===== src/rtl/si_tx_pkg.sv =====
// Shared types and helpers for the transmit-side header attacher: FSM states,
// header beat layouts and network byte-order swaps.
package si_tx_pkg;

    localparam int unsigned TDATA_W      = 128;
    localparam int unsigned TKEEP_W      = 16;
    localparam int unsigned TUSER_W      = 32;
    localparam int unsigned HEADER_BEATS = 2;

    typedef enum logic [1:0] {
        IDLE    = 2'd0,
        HDR0    = 2'd1,
        HDR1    = 2'd2,
        PAYLOAD = 2'd3
    } state_t;

    // Fields listed MSB first; the lowest field lands on the first wire bytes.
    typedef struct packed {
        logic [15:0] version;
        logic [15:0] ethertype;
        logic [47:0] src_mac;
        logic [47:0] dst_mac;
    } hdr0_t;

    typedef struct packed {
        logic [31:0] seq;
        logic [31:0] rollover;
        logic [63:0] pad;
    } hdr1_t;

    function automatic logic [15:0] bswap16(input logic [15:0] v);
        return {v[7:0], v[15:8]};
    endfunction

    function automatic logic [31:0] bswap32(input logic [31:0] v);
        return {v[7:0], v[15:8], v[23:16], v[31:24]};
    endfunction

    function automatic logic [47:0] bswap48(input logic [47:0] v);
        logic [47:0] r;
        r = 48'h0;
        for (int i = 0; i < 6; i++) begin
            r[8*i +: 8] = v[8*(5-i) +: 8];
        end
        return r;
    endfunction

endpackage


===== src/rtl/si_header_attacher_if.sv =====
// AXI-Stream style beat bus used for both the tag input and the frame output.
interface si_header_attacher_if;
    import si_tx_pkg::*;

    logic               tvalid;
    logic               tready;
    logic [TDATA_W-1:0] tdata;
    logic [TKEEP_W-1:0] tkeep;
    logic               tlast;
    logic [TUSER_W-1:0] tuser;

    modport master (output tvalid, tdata, tkeep, tlast, tuser, input tready);
    modport slave  (input tvalid, tdata, tkeep, tlast, tuser, output tready);

endinterface


===== src/rtl/si_header_attacher_chk.sv =====
// Simulation checks on the tag input: byte enables must be 4-byte granular.
module si_header_attacher_chk
    import si_tx_pkg::*;
(
    input logic               clk,
    input logic               rst,
    input logic               tvalid,
    input logic [TKEEP_W-1:0] tkeep
);

    function automatic logic keep_granular(input logic [TKEEP_W-1:0] k);
        logic ok;
        ok = 1'b1;
        for (int i = 0; i < TKEEP_W / 4; i++) begin
            if ((k[4*i +: 4] != 4'h0) && (k[4*i +: 4] != 4'hF)) begin
                ok = 1'b0;
            end
        end
        return ok;
    endfunction

    a_keep_granular: assert property (@(posedge clk) disable iff (rst)
        tvalid |-> keep_granular(tkeep))
        else $error("tkeep %h is not 4-byte granular", tkeep);

endmodule


===== src/rtl/si_header_attacher.sv =====
// Cuts the tag stream into frames of bounded length and prepends a 2-beat
// Ethernet/protocol header to each; the output is a single registered stage.
module si_header_attacher
    import si_tx_pkg::*;
#(
    parameter int unsigned DATA_WIDTH        = 128,
    parameter int unsigned KEEP_WIDTH        = 16,
    parameter int unsigned MAX_PAYLOAD_BEATS = 64,
    parameter logic [15:0] ETHERTYPE         = 16'h88B5,
    parameter logic [15:0] VERSION           = 16'h0001
) (
    input  logic                 clk,
    input  logic                 rst,
    si_header_attacher_if.slave  s_axis,
    si_header_attacher_if.master m_axis,
    input  logic [47:0]          cfg_dst_mac,
    input  logic [47:0]          cfg_src_mac,
    output logic [31:0]          sent_frames
);

    localparam int unsigned      CNT_W    = $clog2(MAX_PAYLOAD_BEATS + 1);
    localparam logic [CNT_W-1:0] LAST_CNT = CNT_W'(MAX_PAYLOAD_BEATS - 1);

    if ((DATA_WIDTH != 128) || (KEEP_WIDTH != DATA_WIDTH / 8) || (MAX_PAYLOAD_BEATS < 1)) begin : g_bad_cfg
        $error("si_header_attacher: unsupported DATA_WIDTH/KEEP_WIDTH/MAX_PAYLOAD_BEATS");
    end

    state_t             state_q, state_d;
    logic               m_valid_q, m_valid_d;
    logic [TDATA_W-1:0] m_data_q, m_data_d;
    logic [TKEEP_W-1:0] m_keep_q, m_keep_d;
    logic               m_last_q, m_last_d;
    logic [31:0]        seq_q, seq_d;
    logic [31:0]        sent_q, sent_d;
    logic [CNT_W-1:0]   cnt_q, cnt_d;
    logic [31:0]        roll_q, roll_d;
    logic [47:0]        dst_q, dst_d;
    logic [47:0]        src_q, src_d;
    logic               out_free_s;
    logic               s_ready_s;
    logic               frame_end_s;
    hdr0_t              hdr0_s;
    hdr1_t              hdr1_s;

    assign out_free_s  = !m_valid_q || m_axis.tready;
    assign frame_end_s = s_axis.tlast || (s_axis.tkeep != {TKEEP_W{1'b1}}) || (cnt_q == LAST_CNT);

    // Header beats in wire order, each multi-byte field big-endian.
    always_comb begin
        hdr0_s.version   = bswap16(VERSION);
        hdr0_s.ethertype = bswap16(ETHERTYPE);
        hdr0_s.src_mac   = bswap48(src_q);
        hdr0_s.dst_mac   = bswap48(dst_q);
        hdr1_s.seq       = bswap32(seq_q);
        hdr1_s.rollover  = bswap32(roll_q);
        hdr1_s.pad       = 64'h0;
    end

    // Frame FSM: header sequencing, payload pass-through and output stage loading.
    always_comb begin
        state_d   = state_q;
        m_valid_d = m_valid_q;
        m_data_d  = m_data_q;
        m_keep_d  = m_keep_q;
        m_last_d  = m_last_q;
        seq_d     = seq_q;
        cnt_d     = cnt_q;
        roll_d    = roll_q;
        dst_d     = dst_q;
        src_d     = src_q;
        s_ready_s = 1'b0;
        if (m_valid_q && m_axis.tready && m_last_q) begin
            sent_d = sent_q + 32'd1;
        end else begin
            sent_d = sent_q;
        end
        // A drained stage goes idle unless one of the states below refills it.
        if (out_free_s) begin
            m_valid_d = 1'b0;
        end else begin
            m_valid_d = m_valid_q;
        end
        case (state_q)
            IDLE: begin
                if (s_axis.tvalid) begin
                    roll_d  = s_axis.tuser;
                    dst_d   = cfg_dst_mac;
                    src_d   = cfg_src_mac;
                    state_d = HDR0;
                end else begin
                    state_d = IDLE;
                end
            end
            HDR0: begin
                if (out_free_s) begin
                    m_valid_d = 1'b1;
                    m_data_d  = hdr0_s;
                    m_keep_d  = {TKEEP_W{1'b1}};
                    m_last_d  = 1'b0;
                    state_d   = HDR1;
                end else begin
                    state_d = HDR0;
                end
            end
            HDR1: begin
                if (out_free_s) begin
                    m_valid_d = 1'b1;
                    m_data_d  = hdr1_s;
                    m_keep_d  = {TKEEP_W{1'b1}};
                    m_last_d  = 1'b0;
                    cnt_d     = {CNT_W{1'b0}};
                    state_d   = PAYLOAD;
                end else begin
                    state_d = HDR1;
                end
            end
            PAYLOAD: begin
                s_ready_s = out_free_s;
                if (out_free_s && s_axis.tvalid) begin
                    m_valid_d = 1'b1;
                    m_data_d  = s_axis.tdata;
                    m_keep_d  = s_axis.tkeep;
                    m_last_d  = frame_end_s;
                    if (frame_end_s) begin
                        seq_d   = seq_q + 32'd1;
                        state_d = IDLE;
                    end else begin
                        cnt_d   = cnt_q + CNT_W'(1);
                        state_d = PAYLOAD;
                    end
                end else begin
                    state_d = PAYLOAD;
                end
            end
            default: begin
                state_d = IDLE;
            end
        endcase
    end

    // State and output stage registers with synchronous reset.
    always_ff @(posedge clk) begin
        if (rst) begin
            state_q   <= IDLE;
            m_valid_q <= 1'b0;
            m_data_q  <= {TDATA_W{1'b0}};
            m_keep_q  <= {TKEEP_W{1'b0}};
            m_last_q  <= 1'b0;
            seq_q     <= 32'd0;
            sent_q    <= 32'd0;
            cnt_q     <= {CNT_W{1'b0}};
            roll_q    <= 32'd0;
            dst_q     <= 48'd0;
            src_q     <= 48'd0;
        end else begin
            state_q   <= state_d;
            m_valid_q <= m_valid_d;
            m_data_q  <= m_data_d;
            m_keep_q  <= m_keep_d;
            m_last_q  <= m_last_d;
            seq_q     <= seq_d;
            sent_q    <= sent_d;
            cnt_q     <= cnt_d;
            roll_q    <= roll_d;
            dst_q     <= dst_d;
            src_q     <= src_d;
        end
    end

    assign s_axis.tready = s_ready_s;
    assign m_axis.tvalid = m_valid_q;
    assign m_axis.tdata  = m_data_q;
    assign m_axis.tkeep  = m_keep_q;
    assign m_axis.tlast  = m_last_q;
    assign m_axis.tuser  = {TUSER_W{1'b0}};
    assign sent_frames   = sent_q;

    si_header_attacher_chk u_chk (
        .clk    (clk),
        .rst    (rst),
        .tvalid (s_axis.tvalid),
        .tkeep  (s_axis.tkeep)
    );

endmodule


===== src/flat_wrapper.sv =====
// flat-port wrapper written by rule: the top's interface ports become plain ports
module si_header_attacher_flat import si_tx_pkg::*;
#(
    parameter int unsigned DATA_WIDTH        = 128,
    parameter int unsigned KEEP_WIDTH        = 16,
    parameter int unsigned MAX_PAYLOAD_BEATS = 64,
    parameter logic [15:0] ETHERTYPE         = 16'h88B5,
    parameter logic [15:0] VERSION           = 16'h0001
)
  (clk, rst, cfg_dst_mac, cfg_src_mac, sent_frames, s_axis_tvalid, s_axis_tdata, s_axis_tkeep, s_axis_tlast, s_axis_tuser, s_axis_tready, m_axis_tvalid, m_axis_tdata, m_axis_tkeep, m_axis_tlast, m_axis_tuser, m_axis_tready);
  si_header_attacher_if s_axis_i ();
  si_header_attacher_if m_axis_i ();
  input  logic clk;
  input  logic rst;
  input  logic [47:0] cfg_dst_mac;
  input  logic [47:0] cfg_src_mac;
  output logic [31:0] sent_frames;
  input wire logic [$bits(s_axis_i.tvalid)-1:0] s_axis_tvalid;
  input wire logic [$bits(s_axis_i.tdata)-1:0] s_axis_tdata;
  input wire logic [$bits(s_axis_i.tkeep)-1:0] s_axis_tkeep;
  input wire logic [$bits(s_axis_i.tlast)-1:0] s_axis_tlast;
  input wire logic [$bits(s_axis_i.tuser)-1:0] s_axis_tuser;
  output wire logic [$bits(s_axis_i.tready)-1:0] s_axis_tready;
  output wire logic [$bits(m_axis_i.tvalid)-1:0] m_axis_tvalid;
  output wire logic [$bits(m_axis_i.tdata)-1:0] m_axis_tdata;
  output wire logic [$bits(m_axis_i.tkeep)-1:0] m_axis_tkeep;
  output wire logic [$bits(m_axis_i.tlast)-1:0] m_axis_tlast;
  output wire logic [$bits(m_axis_i.tuser)-1:0] m_axis_tuser;
  input wire logic [$bits(m_axis_i.tready)-1:0] m_axis_tready;
  assign s_axis_i.tvalid = s_axis_tvalid;
  assign s_axis_i.tdata = s_axis_tdata;
  assign s_axis_i.tkeep = s_axis_tkeep;
  assign s_axis_i.tlast = s_axis_tlast;
  assign s_axis_i.tuser = s_axis_tuser;
  assign s_axis_tready = s_axis_i.tready;
  assign m_axis_tvalid = m_axis_i.tvalid;
  assign m_axis_tdata = m_axis_i.tdata;
  assign m_axis_tkeep = m_axis_i.tkeep;
  assign m_axis_tlast = m_axis_i.tlast;
  assign m_axis_tuser = m_axis_i.tuser;
  assign m_axis_i.tready = m_axis_tready;
  si_header_attacher #(.DATA_WIDTH(DATA_WIDTH), .KEEP_WIDTH(KEEP_WIDTH), .MAX_PAYLOAD_BEATS(MAX_PAYLOAD_BEATS), .ETHERTYPE(ETHERTYPE), .VERSION(VERSION)) u_core (.clk(clk), .rst(rst), .s_axis(s_axis_i), .m_axis(m_axis_i), .cfg_dst_mac(cfg_dst_mac), .cfg_src_mac(cfg_src_mac), .sent_frames(sent_frames));
endmodule

===== config.mk =====
export PLATFORM = sky130hd
export DESIGN_NAME = si_header_attacher_flat
export DESIGN_NICKNAME = d
export VERILOG_FILES = /design/src/rtl/si_tx_pkg.sv /design/src/rtl/si_header_attacher_if.sv /design/src/rtl/si_header_attacher_chk.sv /design/src/rtl/si_header_attacher.sv /design/src/flat_wrapper.sv
export SDC_FILE = /design/constraint.sdc
export NUM_CORES = 1
export LEC_CHECK = 0
export CAP_MARGIN = 20
export CORE_AREA = 5 5 188 190
export DETAILED_ROUTE_END_ITERATION = 8
export DIE_AREA = 0 0 193 195
export MAX_ROUTING_LAYER = met4
export PLACE_DENSITY_LB_ADDON = 0.25
export REMOVE_ABC_BUFFERS = 1
export SYNTH_ARGS = -nofsm -noshare
export SYNTH_HDL_FRONTEND = slang
export SYNTH_SLANG_ARGS = --single-unit

===== constraint.sdc =====
create_clock -name clk -period 3.5 [get_ports clk]
set_clock_uncertainty 0.15 [all_clocks]
set_input_delay 0.7 -clock clk [delete_from_list [all_inputs] [get_ports clk]]
set_output_delay 0.7 -clock clk [all_outputs]
set_load 0.02 [all_outputs]

# After elaboration in Yosys (flattened, before gate mapping)
# Index checks and enable logic that the tools add are counted.
dict set report classes {
  reduce_logical 17
  n_eq_ne 10
  muxes 25
  addsub 3
}
# operator count
set ops {}
lappend ops {{$mux W128} 3}
lappend ops {{$pmux W128 S3} 1}
lappend ops {{$add A32 B1 Y32 const B} 2}
lappend ops {{$mux W16} 2}
lappend ops {{$pmux W16 S2} 1}
lappend ops {{$mux W7} 3}
lappend ops {{$ne A16 B16 Y1 const B} 1}
lappend ops {{$pmux W7 S2} 1}
lappend ops {{$mux W1} 8}
lappend ops {{$ne A2 B1 Y1 const B} 4}
lappend ops {{$pmux W2 S4} 1}
lappend ops {{$reduce_and A4 Y1} 2}
lappend ops {{$add A7 B1 Y7 const B} 1}
lappend ops {{$eq A7 B6 Y1 const B} 1}
lappend ops {{$mux W2} 3}
lappend ops {{$reduce_and A3 Y1} 2}
lappend ops {{$eq A2 B2 Y1 const B} 2}
lappend ops {{$pmux W1 S2} 2}
lappend ops {{$reduce_bool A2 Y1} 2}
lappend ops {{$logic_and A1 B1 Y1} 3}
lappend ops {{$logic_or A1 B1 Y1} 3}
lappend ops {{$reduce_bool A3 Y1} 1}
lappend ops {{$eq A2 B1 Y1 const B} 1}
lappend ops {{$logic_not A2 Y1} 1}
lappend ops {{4 further kinds} 4}
dict set report word_totals {
  in_bits 277
  register_bits 347
}

# Depth between registers and ports, before layout
# Gate-level depths: netlist of run 1.
dict set report logic_depth {
  word_depth 6
  depth_mapped 10
}

# Worst setup path after synthesis of run 1
# Ideal clock, no wire load.
dict set report synth_path {
  path_type {input port to flip-flop}
  from {input port m_axis_tready}
  to {register u_core.seq_q[23]}
  arrival_ps 2142
  setup_ps 70
  t_required_ps 3280
  slack_ps 1137
  stages 6
  path_cell_list {nor2b_1 -> or4_1 -> a31o_2 -> clkbuf_1 -> or3_1 -> a21oi_1}
}
dict set report synth_via {
  elab_chain_len 3
}
# item line
set synth_rtl {}
lappend synth_rtl {{from (decl)} flat_wrapper.sv:29} ;# input wire logic [$bits(m_axis_i.tready)-1:0] m_axis_tready;
lappend synth_rtl {{$logic_or A1 B1 Y1} si_header_attacher.sv:45} ;# assign out_free_s = !m_valid_q || m_axis.tready;
lappend synth_rtl {{$logic_and A1 B1 Y1} si_header_attacher.sv:119} ;# if (out_free_s && s_axis.tvalid) begin
lappend synth_rtl {{$reduce_and A3 Y1 (no line)} n/a}
lappend synth_rtl {{to (signal assigned)} si_header_attacher.sv:161} ;# seq_q <= seq_d;
lappend synth_rtl {{to (decl)} si_header_attacher.sv:33} ;# logic [31:0] seq_q, seq_d;
# Every way passes these cells.
# A chain may end at the register's enable or synchronous reset.

# Worst setup path in the final report of run 1
dict set report layout_path {
  from {register u_core.state_q[1]}
  to {output port s_axis_tready}
}
dict set report layout_via {
  elab_chain_len 2
}
# item line
set layout_rtl {}
lappend layout_rtl {{from (decl)} si_header_attacher.sv:28} ;# state_t state_q, state_d;
lappend layout_rtl {{from (signal assigned)} si_header_attacher.sv:156} ;# state_q <= state_d;
lappend layout_rtl {{$eq A2 B2 Y1} si_header_attacher.sv:83} ;# case (state_q)
lappend layout_rtl {{$mux W1} si_header_attacher.sv:83}
lappend layout_rtl {{to (decl)} flat_wrapper.sv:23} ;# output wire logic [$bits(s_axis_i.tready)-1:0] s_axis_tready;
# Every way passes these cells.

==> results.py, run 1 <==
metrics = {
    "status": {
        "status": "finished, final reports clean",
    },
    "worst_setup_path": {
        "critical-path-max-stage-delay_ns": 0.65,
        "cp.required_ns": 2.65,
        "crit_start": "u_core.state_q[1]$_SDFF_PP0_",
        "critPathKind": "reg -> out",
        "worst_ep_arrival_time_ns": 2.17,
        "r2r_start": "u_core.state_q[1]$_SDFF_PP0_",
        "critPathSlowestCell": "clkdlybuf4s50_1",
        "end_kind": "primary output",
        "cp_max_fo": 21,
        "path_cells": "ha_4 -> inv_1 -> nor2_1 -> clkdlybuf4s50_1",
        "critPathLaunchType": "flop",
    },
    "yosys": {
        "yosysMostFrequentCell": "dfxtp_1",
        "synthArstFlopShare": 0,
        "netlist.area_leader.share": 0.476,
        "yosysWarnings": 0,
        "synth-seq-area-share": 0.476,
        "ys_seq_elements": 347,
        "ys_top_cells_by_count": "dfxtp_1 (347), nand2_1 (318), a21oi_1 (232)",
        "yosysTopAreaCell": "dfxtp_1",
        "synthTopCellsByArea": "dfxtp_1 (48%), nand2_1 (8.2%), a21oi_1 (8.0%)",
        "synth_area_per_cell_um2": 8.14,
        "postSynthCellCount": 1791,
        "synthFlopType": "dfxtp_1",
        "synthesis.area_mm2": 0.0146,
        "synth-edff-count": 0,
        "yosysUniqueCellTypes": 49,
    },
    "drt": {
        "drc": 0,
        "dr.pass1.iters": 6,
        "routed_via_density": 5.36,
        "antenna_left": 0,
        "first_iter_violations": 937,
        "routed_wl_mm": 46.4,
        "vias": 14173,
        "wire_per_inst_um": 17.6,
    },
    "floorplanning": {
        "die-height_um": 195,
        "num_rows": 67,
        "boundaryPins": 488,
        "chipWidth_um": 193,
        "die_area_mm2": 0.0376,
        "initial_core_util": 0.438,
        "core_mm2": 0.0333,
    },
    "timing": {
        "hold_viol": 0,
        "max_slew_margin": 0.330,
        "finalCritPeriodShare": 0.864,
        "period_minus_slack_ns": 3.02,
        "finalSetupViolCount": 0,
        "fmax_mhz": 331,
        "drv_slew": 0,
        "worstMarginPinSlew_ns": 1.00,
        "rsz0062_at_grt": "false",
    },
    "cts": {
        "root_buffer": "clkbuf_16",
        "ctsHoldBuffers": 0,
        "cts_tree": "yes",
        "htreeDepth": 2,
        "cts_resized": 0,
        "numCtsBuffers": 38,
        "postCtsSetupBuffers": 0,
        "numClockSinks": 347,
        "worstSkewPairLatency_ns": 0.52,
        "clkTransAtPathRegs_ns": 0.06,
        "clk_path_buf_depth": 3,
    },
    "flow_run": {
        "maxCapViolCount": 0,
    },
    "pwr": {
        "finalPower_mw": 10.5,
        "pwr_density_cell_mw_per_mm2": 507,
        "leakage_nw": 7.21,
        "max-vdd-ir-drop_mv": 0.348,
    },
    "hold_path": {
        "hp-start": "u_core.cnt_q[6]$_SDFFE_PP0P_",
        "hold_path.class": "reg -> reg",
    },
    "place": {
        "numPortBuffers": 455,
        "hpwl_mm": 31.6,
        "gp_congestion": 0.838,
    },
    "cells_and_area": {
        "syn_to_final_growth_pct": 41.7,
        "drive_gt1_frac": 0.0489,
        "layout.area.seq_mm2": 0.00695,
        "final.fill_count": 2890,
        "multi_input_area_mm2": 0.00692,
        "utilization": 0.621,
        "nets": 2447,
    },
    "global_route": {
        "track_usage": 0.237,
        "antenna_found_initial": 3,
        "grt_pass1_vias": 13683,
        "overflow": 0,
        "grt_pass1_wl_mm": 71.8,
        "grt_max_degree": 126,
    },
}
[sequential cells by signal, summed over array words and instances (netlist names)]
signal                flops
u_core.cnt_q              7
u_core.dst_q             48
u_core.m_axis.tdata     128
u_core.m_axis.tkeep      16
u_core.m_axis.tlast       1
u_core.m_axis.tvalid      1
u_core.roll_q            32
u_core.sent_frames       32
u_core.seq_q             32
u_core.src_q             48
u_core.state_q            2
[cell families (layout without fill, tap and decap cells)]
kind of cell	after synthesis	in the layout	share of synthesized area
adder cells (fa/ha/maj)	8	8	0.00686
AO/OA/AOI/OAI	468	468	0.202
buffers and inverters	195	563	0.0609
multiplexers	4	4	0.00300
other	1	36	0.000257
XOR/XNOR	32	32	0.0192
AND/OR/NAND/NOR	736	736	0.232
flip-flops	347	347	0.476
[cell usage in the layout, fill, tap and decap left out, drive strengths merged, types with 3 or more instances in the layout]
master and instances:
xor2 28, or3 16, or4 18, xnor2 4, clkinv 5, o31ai 16, nor4 5, mux2 3
conb 32, and2 5, buf 29, a311oi 40, and3 9, inv 12, nor2b 5, a211oi 90
clkdlybuf4s50 454, nor2 207, nand3 32, nand4 22, nor3 23, nand2 319, ha 8, nor3b 65
o21ai 18, and4 5, clkbuf 60, diode 4, a22oi 63, dfxtp 347, a21oi 232
[critical path, delay by kind of cell, from the launching register on]
kind / cells / cell delay, ns
adder cells (fa/ha/maj): 1 / 0.33
buffers and inverters: 2 / 0.79
AND/OR/NAND/NOR: 1 / 0.11
flip-flops: 1 / 0.42
[path summary, 6_finish.rpt]
kind | slack (ns) | end | cells after the start
worst max register to register | 0.81 | u_core.seq_q[14]$_SDFFE_PP0P_ | 6
worst max-delay path | 0.48 | s_axis_tready | 4
worst min-delay path | 0.29 | u_core.cnt_q[6]$_SDFFE_PP0P_ | 2
worst min register to register | 0.29 | u_core.cnt_q[6]$_SDFFE_PP0P_ | 2
[stage by stage]
step / std cells / setup WS, ns / area (um2) / setup TNS, ns / hold slack [ns]
global route: 2641 / 0.378 / 20700 / 0 / 0.312
floorplan: 1639 / -9.30 / 13900 / -1291.70 / 0.260
finish: 2642 / 0.477 / 20700 / 0 / 0.289
CTS: 2638 / 0.432 / 20700 / 0 / 0.287
global placement: 2570 / 0.293 / 19400 / 0 / 0.270
detailed placement: 2570 / 0.246 / 19400 / 0 / 0.277
[power breakdown]
group          internal [mW]  total [mW]  switching, mW
Combinational          0.935        1.98           1.04
Sequential              4.27        4.43          0.161
Clock                   2.49        4.07           1.58
[layout make-up]
class,count,area share
sequential,347,0.336
antenna,4,0.000484
timing repair buffer,483,0.237
clock buffer,60,0.0579
clock inverter,8,0.00448
tap,448,0.0271
multi-input combinational,1280,0.335
inverter,12,0.00218
[routing by layer]
metal / up-vias / GRT usage / part of all wire
met5: - / - / 0
met4: 0 / 0.0771 / 0.030
met1: 6654 / 0.288 / 0.40
li1: 6959 / - / -
met3: 80 / 0.0618 / 0.089
met2: 480 / 0.385 / 0.48
(Power assumes the default switching activity.)
==> run 2: changes to the inputs <==
SYNTH_HIERARCHICAL = 1   (was not set)
==> results.py, run 2 <==
metrics = {
    "drt": {
        "wire_per_inst_um": 18.3,
        "routed_wl_mm": 48.7,
        "first_iter_violations": 997,
        "dr.pass1.iters": 5,
        "vias": 14304,
        "drc": 0,
        "antenna_left": 0,
        "routed_via_density": 5.38,
    },
    "global_route": {
        "antenna_found_initial": 10,
        "grt_max_degree": 157,
        "track_usage": 0.251,
        "overflow": 0,
        "grt_pass1_vias": 13787,
        "grt_pass1_wl_mm": 75.4,
    },
    "cells_and_area": {
        "drive_gt1_frac": 0.0477,
        "layout_commonest_cell": "clkdlybuf4s50_1",
        "largest_register_ff_count": 128,
        "syn_to_final_growth_pct": 41.9,
        "most-common-layout-cells": "clkdlybuf4s50_1 (454), dfxtp_1 (347), nand2_1 (317)",
        "final.fill_count": 2889,
        "stdcell_area_mm2": 0.0207,
        "nets": 2458,
    },
    "cts": {
        "cts_tree": "yes",
        "worstSkewPairLatency_ns": 0.51,
        "clkTransAtPathRegs_ns": 0.06,
        "numClockSinks": 347,
        "postCtsSetupBuffers": 0,
        "htreeDepth": 2,
        "ctsHoldBuffers": 0,
        "root_buffer": "clkbuf_16",
        "numCtsBuffers": 38,
        "cts_resized": 0,
        "clk_path_buf_depth": 3,
    },
    "status": {
        "status": "finished, final reports clean",
    },
    "timing": {
        "fin_tns_setup_ns": 0,
        "drv_slew": 0,
        "worst_slack_ns": 0.516,
        "hold_viol": 0,
        "finalCritPeriodShare": 0.853,
        "worstMarginPinSlew_ns": 0.835,
        "rsz0062_at_grt": "false",
        "max_slew_margin": 0.443,
        "finalSetupViolCount": 0,
        "period_minus_slack_ns": 2.98,
        "fmax_mhz": 335,
    },
    "pwr": {
        "finalPower_mw": 10.4,
        "leakage_nw": 7.24,
        "pwr_density_cell_mw_per_mm2": 501,
        "max-vdd-ir-drop_mv": 0.302,
    },
    "place": {
        "placed_area_mm2": 0.0195,
        "hpwl_mm": 33.8,
        "pre_cts_slack_ns": 0.404,
        "gp_congestion": 0.869,
        "numPortBuffers": 455,
    },
    "worst_setup_path": {
        "end_kind": "primary output",
        "cp.required_ns": 2.65,
        "critical-path-max-stage-delay_ns": 0.61,
        "critPathSlowestCell": "clkdlybuf4s50_1",
        "critPathKind": "in -> out",
        "cp_common_cell": "clkdlybuf4s50_1",
        "cp_max_fo": 4,
        "r2r_start": "u_core/seq_q[0]$_SDFFE_PP0P_",
        "critPathLaunchType": "input port",
        "crit_start": "m_axis_tready",
        "path_cells": "clkdlybuf4s50_1 -> nand2b_1 -> and2_1 -> clkdlybuf4s50_1",
        "worst_ep_arrival_time_ns": 2.13,
    },
    "yosys": {
        "yosysMostFrequentCell": "dfxtp_1",
        "synthFlopType": "dfxtp_1",
        "postSynthCellCount": 1795,
        "yosysTopAreaCell": "dfxtp_1",
        "yosysUniqueCellTypes": 50,
        "synthArstFlopShare": 0,
        "netlist.area_leader.share": 0.475,
        "synth-edff-count": 0,
        "synth_area_per_cell_um2": 8.14,
        "ys_top_cells_by_count": "dfxtp_1 (347), nand2_1 (318), a21oi_1 (226)",
        "ys_seq_elements": 347,
        "yosysWarnings": 6,
        "synth-seq-area-share": 0.475,
        "synthesis.area_mm2": 0.0146,
        "synthTopCellsByArea": "dfxtp_1 (48%), nand2_1 (8.2%), a21oi_1 (7.7%)",
    },
    "hold_path": {
        "hold_path.class": "reg -> reg",
        "hp-start": "u_core/dst_q[46]$_SDFFE_PP0P_",
    },
    "flow_run": {
        "maxCapViolCount": 0,
    },
    "floorplanning": {
        "core_mm2": 0.0333,
        "die-height_um": 195,
        "initial_core_util": 0.439,
        "boundaryPins": 488,
        "chipWidth_um": 193,
        "num_rows": 67,
        "die_area_mm2": 0.0376,
    },
}
[run 2: cell count changes after synthesis, sizes merged, moves of 6 or more]
cell,before,now
clkbuf,129,140
a21oi,232,226
buf,54,40
or4,18,9
o31ai,16,9
[run 2: worst paths after layout]
check,cells past startpoint,slack [ns],end
max reg2reg,6,0.92,u_core/seq_q[28]$_SDFFE_PP0P_
max,4,0.52,s_axis_tready
min,2,0.30,u_core/dst_q[46]$_SDFFE_PP0P_
min reg2reg,2,0.30,u_core/dst_q[46]$_SDFFE_PP0P_
[run 2: where the power goes]
| group | switching (mW) | internal [mW] |
|---|---|---|
| sequential | 0.165 | 4.27 |
| clock | 1.59 | 2.30 |
| combinational | 1.10 | 0.965 |
| total | 2.85 | 7.54 |
[run 2: cell families (layout without fill, tap and decap cells)]
group | after synthesis | count (layout) | share of synthesized area
AND/OR/NAND/NOR | 747 | 747 | 0.234
AO/OA/AOI/OAI | 467 | 467 | 0.203
adder cells (fa/ha/maj) | 8 | 8 | 0.00685
other | 1 | 43 | 0.000257
multiplexers | 5 | 5 | 0.00377
XOR/XNOR | 33 | 33 | 0.0198
flip-flops | 347 | 347 | 0.475
buffers and inverters | 187 | 561 | 0.0562
[run 2: routing by layer]
metal  GRT usage  vias up  wire length, um
li1            -     7037                -
met5           -        -                0
met2       0.408      537            23500
met1       0.312     6646            19700
met3      0.0523       84             4160
met4      0.0826        0             1410
[run 2: final cells by class]
class / instances / area, um2 / area share
timing repair buffer: 487 / 4960 / 0.239
sequential: 347 / 6950 / 0.335
antenna: 11 / 27.5 / 0.00133
multi-input combinational: 1292 / 7010 / 0.338
inverter: 7 / 26.3 / 0.00127
clock buffer: 59 / 1170 / 0.0566
tap: 448 / 561 / 0.0270
clock inverter: 8 / 40.0 / 0.00193
[run 2: through the flow]
step	hold slack, ns	cells	utilization
2_1_floorplan	0.275	1646	-
3_3_place_gp	0.287	2580	0.586
3_5_place_dp	0.292	2581	0.586
4_1_cts	0.301	2648	0.622
5_1_grt	0.322	2659	0.623
6_report	0.300	2659	0.623
[run 2: critical path, delay by kind of cell]
kind,cells,cell delay (ns)
buf+inv,2,1.10
simple gates,2,0.33
